## src/rtl/rpn_stack_ctrl.sv

```systemverilog
// RPN command sequencer: turns one calculator command into a
// short run of single-cycle push/pop/write strobes on the operand stack.
module rpn_stack_ctrl #(
  parameter int WIDTH     = 32,
  parameter int COUNT_W   = 6,
  parameter int MAX_DEPTH = 32
) (
  input  logic               clock,
  input  logic               reset,
  input  logic               cmd_valid,
  output logic               cmd_ready,
  input  logic [2:0]         cmd_op,
  input  logic [WIDTH-1:0]   cmd_value,
  input  logic [WIDTH-1:0]   stk_top,
  input  logic [WIDTH-1:0]   stk_next,
  input  logic [COUNT_W-1:0] stk_count,
  input  logic               stk_error,
  output logic               stk_push,
  output logic               stk_pop,
  output logic               stk_write,
  output logic [WIDTH-1:0]   stk_value,
  output logic               done,
  output logic               error
);

  localparam logic [2:0] OP_ENTER = 3'd0;
  localparam logic [2:0] OP_ADD   = 3'd1;
  localparam logic [2:0] OP_SUB   = 3'd2;
  localparam logic [2:0] OP_MUL   = 3'd3;
  localparam logic [2:0] OP_NEG   = 3'd4;
  localparam logic [2:0] OP_DROP  = 3'd5;
  localparam logic [2:0] OP_DUP   = 3'd6;
  localparam logic [2:0] OP_SWAP  = 3'd7;

  localparam logic [COUNT_W-1:0] FULL = COUNT_W'(MAX_DEPTH);
  localparam logic [COUNT_W-1:0] TWO  = COUNT_W'(2);

  typedef enum logic [3:0] {
    IDLE,
    EN_PUSH,
    EN_WR,
    AR_POP,
    AR_WR,
    NEG_WR,
    DROP_POP,
    DUP_PUSH,
    SW_POP,
    SW_WR_T,
    SW_PUSH,
    SW_WR_N,
    DONE
  } state_e;

  state_e             state_q, state_d;
  state_e             first;
  logic [WIDTH-1:0]   t_q, t_d;
  logic [WIDTH-1:0]   n_q, n_d;
  logic [WIDTH-1:0]   v_q, v_d;
  logic [2:0]         op_q, op_d;
  logic               ill_q, ill_d;
  logic               legal;

  always_comb begin
    legal = 1'b0;
    first = IDLE;
    unique case (cmd_op)
      OP_ENTER: begin
        legal = stk_count < FULL;
        first = EN_PUSH;
      end
      OP_ADD, OP_SUB, OP_MUL: begin
        legal = stk_count >= TWO;
        first = AR_POP;
      end
      OP_NEG: begin
        legal = stk_count != '0;
        first = NEG_WR;
      end
      OP_DROP: begin
        legal = stk_count != '0;
        first = DROP_POP;
      end
      OP_DUP: begin
        legal = stk_count < FULL;
        first = DUP_PUSH;
      end
      OP_SWAP: begin
        legal = stk_count >= TWO;
        first = SW_POP;
      end
      default: ;
    endcase
  end

  always_comb begin
    state_d = state_q;
    t_d     = t_q;
    n_d     = n_q;
    v_d     = v_q;
    op_d    = op_q;
    ill_d   = ill_q;
    unique case (state_q)
      IDLE: begin
        if (cmd_valid) begin
          t_d     = stk_top;
          n_d     = stk_next;
          v_d     = cmd_value;
          op_d    = cmd_op;
          ill_d   = !legal;
          state_d = legal ? first : DONE;
        end
      end
      EN_PUSH: state_d = EN_WR;
      AR_POP:  state_d = AR_WR;
      SW_POP:  state_d = SW_WR_T;
      SW_WR_T: state_d = SW_PUSH;
      SW_PUSH: state_d = SW_WR_N;
      EN_WR, AR_WR, NEG_WR, DROP_POP, DUP_PUSH, SW_WR_N:
        state_d = DONE;
      default: state_d = IDLE;
    endcase
  end

  always_ff @(posedge clock or posedge reset) begin
    if (reset) begin
      state_q <= IDLE;
      t_q     <= '0;
      n_q     <= '0;
      v_q     <= '0;
      op_q    <= '0;
      ill_q   <= 1'b0;
    end else begin
      state_q <= state_d;
      t_q     <= t_d;
      n_q     <= n_d;
      v_q     <= v_d;
      op_q    <= op_d;
      ill_q   <= ill_d;
    end
  end

  // Strobes come straight off the state register; reset forces IDLE.
  assign cmd_ready = (state_q == IDLE) && !reset;
  assign stk_push  = state_q inside {EN_PUSH, DUP_PUSH, SW_PUSH};
  assign stk_pop   = state_q inside {AR_POP, DROP_POP, SW_POP};
  assign stk_write = state_q inside {EN_WR, AR_WR, NEG_WR,
                                     SW_WR_T, SW_WR_N};
  assign done      = state_q == DONE;
  assign error     = done && (ill_q || stk_error);

  always_comb begin
    stk_value = '0;
    unique case (state_q)
      EN_WR:   stk_value = v_q;
      NEG_WR:  stk_value = -t_q;
      SW_WR_T: stk_value = t_q;
      SW_WR_N: stk_value = n_q;
      AR_WR: begin
        unique case (op_q)
          OP_ADD:  stk_value = n_q + t_q;
          OP_SUB:  stk_value = n_q - t_q;
          default: stk_value = n_q * t_q;
        endcase
      end
      default: stk_value = '0;
    endcase
  end

endmodule

```

## config.mk

```make
export PLATFORM = sky130hd
export DESIGN_NAME = rpn_stack_ctrl
export DESIGN_NICKNAME = d
export VERILOG_FILES = /design/src/rtl/rpn_stack_ctrl.sv
export SDC_FILE = /design/constraint.sdc
export NUM_CORES = 2
export LEC_CHECK = 0
export BUFFER_PORTS_ARGS = -buffer_cell sky130_fd_sc_hd__clkbuf_2
export CELL_PAD_IN_SITES_DETAIL_PLACEMENT = 1
export CELL_PAD_IN_SITES_GLOBAL_PLACEMENT = 1
export CORE_MARGIN = 1
export CORE_UTILIZATION = 23
export DETAILED_ROUTE_END_ITERATION = 8
export PLACE_DENSITY_LB_ADDON = 0.15
export SYNTH_ARGS = -nofsm -noshare
export SYNTH_HDL_FRONTEND = slang
export SYNTH_SLANG_ARGS = --single-unit
```

## constraint.sdc

```tcl
create_clock -name clock -period 8.35 [get_ports clock]
set_clock_uncertainty 0.05 [all_clocks]
set_input_delay 0.4175 -clock clock [delete_from_list [all_inputs] [get_ports clock]]
set_output_delay 0.4175 -clock clock [all_outputs]
set_load 0.02 [all_outputs]
```

==> summary.txt <==
Outcome
  – Status: completed

Synthesis
  – Synth Register Bits: 104
  – Synthesized area: around 23000 um^2
  – Syn avg cell area: between 9 and 10 um^2
  – Top-count cell post-synth: fa_1
  – Main synth FF type: dfrtp_1
  – Ys async rst share: 100.0%
  – Post-synthesis cell count: 2595
  – Commonest cells post-synth: fa_1 (409), inv_1 (395), and2_1 (310)
  – Cell variety after synth: just over 70
  – EDFF count, synth: 0
  – Post-synth top area cell: fa_1
  – Post-synth top area share: 34.93%
  – Dominant cells by area after synthesis: fa_1 (35%), dfrtp_1 (11%), ha_1 (8.3%)
  – Register area share after synthesis: 11.10%
  – Mapped Nets: around 3.3k
  – Synth Warn #: 0

Timing
  – Unrepaired setup endpoints after global routing: yes
  – Max Clk Rate: 122.2 MHz
  – Worst setup margin: 0.1647 ns
  – Final period util: between 90% and 100%
  – Max-slew headroom: 28.11%
  – Worst Tran Pin Value: roughly 1.1 ns
  – Minimum clock period: 8.185 ns
  – Hold Slack: 0.07330 ns
  – Setup violators final: 0
  – Pins Over Slew Limit: 0
  – Final Hold Fails: 0

CTS
  – Reg clk slew, reported paths: ~0.090 ns
  – H-tree levels: 3
  – CTS tree: done
  – Clock latency on the worst-skew pair: about 0.4 ns
  – CTS Buf Count: 9
  – Root Driver: clkbuf_16
  – Buffers from clock root to sink, at most: 2
  – Clock sinks: approximately 100

Detailed routing
  – WL/cell: 23.13 um
  – Starting DRT DRC Count: 918
  – Antenna viol nets, final: 0
  – DRC: 0
  – DRT Wirelength: ~95000 um
  – TritonRoute pass-1 iters: 5
  – Routed vias/inst: between 4 and 5
  – Via Count: roughly 19k

Worst setup path
  – Worst-path fanout max: 11
  – Reg2Reg Depth: 4
  – Setup CP Type: reg2out
  – Reg2reg start: state_q[2]$_DFFE_PP0P_
  – Critical Path RT: 7.88 ns
  – Worst R2R End: t_q[18]$_DFFE_PP0P_
  – Critical Path AT: 7.72 ns
  – Flop2flop setup slack: about 5.4 ns
  – Worst Setup End Kind: output port
  – Crit start category: register

Min path
  – Hold Path Class: in2async

Layout
  – Layout cell share with drive strength beyond 1: 17.42%
  – Fill cell count: approximately 12k
  – Fin cells: 4092
  – NumNets Final: ~3.4k
  – Area Growth Syn to Fin: 14.64%

Place
  – HPWL after DPL: 77670 um
  – Setup slack at placement: 0.1276 ns
  – IO buf count: 146
  – Placed cell count: 4059
  – GPL Wtd Cong: 0.8541

Floorplanning
  – Initial Util: 23.30%
  – Die Y-Extent: around 320 um
  – Die X: about 320 um
  – DIE AREA: roughly 100000 um^2
  – Cell Rows: 116
  – IO Count: 147
  – Core box area: 100600 um^2

Global routing
  – GR Overflow Total: 0
  – Largest net degree at the start of global routing: 64
  – Tot GR Track Use: 18.89%
  – Initial antenna violation count: 5
  – First-pass GRT wire length: 142800 um
  – Vias in the first global route: between 20k and 25k

Run
  – Total of max-cap violations: 0
==> layer usage <==
metal | up-vias | track usage (%) | wire, um
met5 | - | 0 | 0
met4 | 0 | 4.402 | 1935
met3 | 89 | 2.185 | 3441
met2 | 395 | 30.50 | 43630
met1 | 9868 | 26.79 | 45670
li1 | 8391 | - | -
==> critical path, stage by stage, from the launching register on <==
cell and delay [ns]:
dfrtp_1 0.59, and2_1 0.29, fa_1 0.54, inv_1 0.05
fa_1 0.41, fa_1 0.54, fa_1 0.56, inv_1 0.06
fa_1 0.48, fa_1 0.61, fa_1 0.47, fa_2 0.60
ha_4 0.23, a21oi_1 0.19, nand2_1 0.11, a2111o_1 0.41
o211ai_1 0.10, buf_4 0.19, o21bai_1 0.08, a21oi_1 0.16
xor2_1 0.27, o2111ai_2 0.18, buf_6 0.20
==> registers in the layout, indices dropped and copies added (netlist names) <==
signal   count
ill_q        1
state_q      4
v_q         32
t_q         32
op_q         3
n_q         32
==> timing repair <==
| action | CTS | global route |
|---|---|---|
| endpoints found under the hold margin | 0 | 0 |
| endpoints found under the setup margin | 8 | 9 |
| cloned | 0 | 0 |
| resized for setup | 27 | 56 |
| pin swaps | 2 | 26 |
| buffers inserted | 2 | 14 |
| hold buffers | 0 | 0 |
==> layout make-up <==
cell class | count | area [um^2] | area share (%)
antenna | 3 | 7.507 | 0.02794
timing repair buffer | 285 | 1863 | 6.934
tap | 1357 | 1698 | 6.319
multi-input combinational | 1933 | 18900 | 70.34
clock buffer | 10 | 229.0 | 0.8522
clock inverter | 5 | 58.81 | 0.2189
inverter | 395 | 1485 | 5.528
sequential | 104 | 2629 | 9.784
==> cell usage in the layout, fill, tap and decap left out, types with 10 or more instances in the layout <==
master	netlist	routed
fa_1	409	399
inv_1	395	392
and2_1	310	307
nand2_1	297	296
ha_1	156	148
clkbuf_2	0	142
buf_4	1	127
mux2_2	100	100
xnor2_1	99	99
a21oi_1	86	84
dfrtp_1	104	83
nor2_1	79	78
o21ai_0	72	67
xor2_1	43	43
nor3_1	33	31
a21o_1	21	21
dfrtp_2	0	21
nand3_1	18	18
a22oi_1	18	18
nand2b_1	16	16
o21a_1	15	15
a221oi_1	16	15
nor2b_1	13	11
or3_1	11	11
fa_2	0	10
==> metrics by stage <==
| step | cell area, um^2 | TNS, ns | utilization [%] |
|---|---|---|---|
| 6_report | 26870 | 0 | 26.71 |
| 5_1_grt | 26860 | -0.1484 | 26.71 |
| 4_1_cts | 26610 | 0 | 26.46 |
| 3_5_place_dp | 26230 | 0 | 26.08 |
| 3_3_place_gp | 26230 | 0 | 26.08 |
| 2_1_floorplan | 23440 | 0 | - |
==> worst max-delay path by stage <==
stage	from	endpoint	slack, ns	cells after the start
3_3_place_gp	t_q[9]$_DFFE_PP0P_	stk_value[30]	0.03	24
3_5_place_dp	t_q[7]$_DFFE_PP0P_	stk_value[30]	0.13	24
4_1_cts	n_q[9]$_DFFE_PP0P_	stk_value[27]	0.007	26
5_1_grt	t_q[3]$_DFFE_PP0P_	stk_value[27]	-0.08	26
2_1_floorplan	t_q[6]$_DFFE_PP0P_	stk_value[30]	0.81	23
6_report	n_q[20]$_DFFE_PP0P_	stk_value[27]	0.16	22
==> logic make-up after synthesis <==
family	synth area share, %
AOI/OAI and AO/OA	8.664
xor gates and xnor gates	5.306
adders and majority gates	43.26
buffers and inverters	9.059
DFF	11.10
muxes	4.890
and+or+nand+nor	17.71
Power is left out: the tool's default activity adds up to more than one toggle a clock period on the data nets, which glitch-free logic cannot reach.
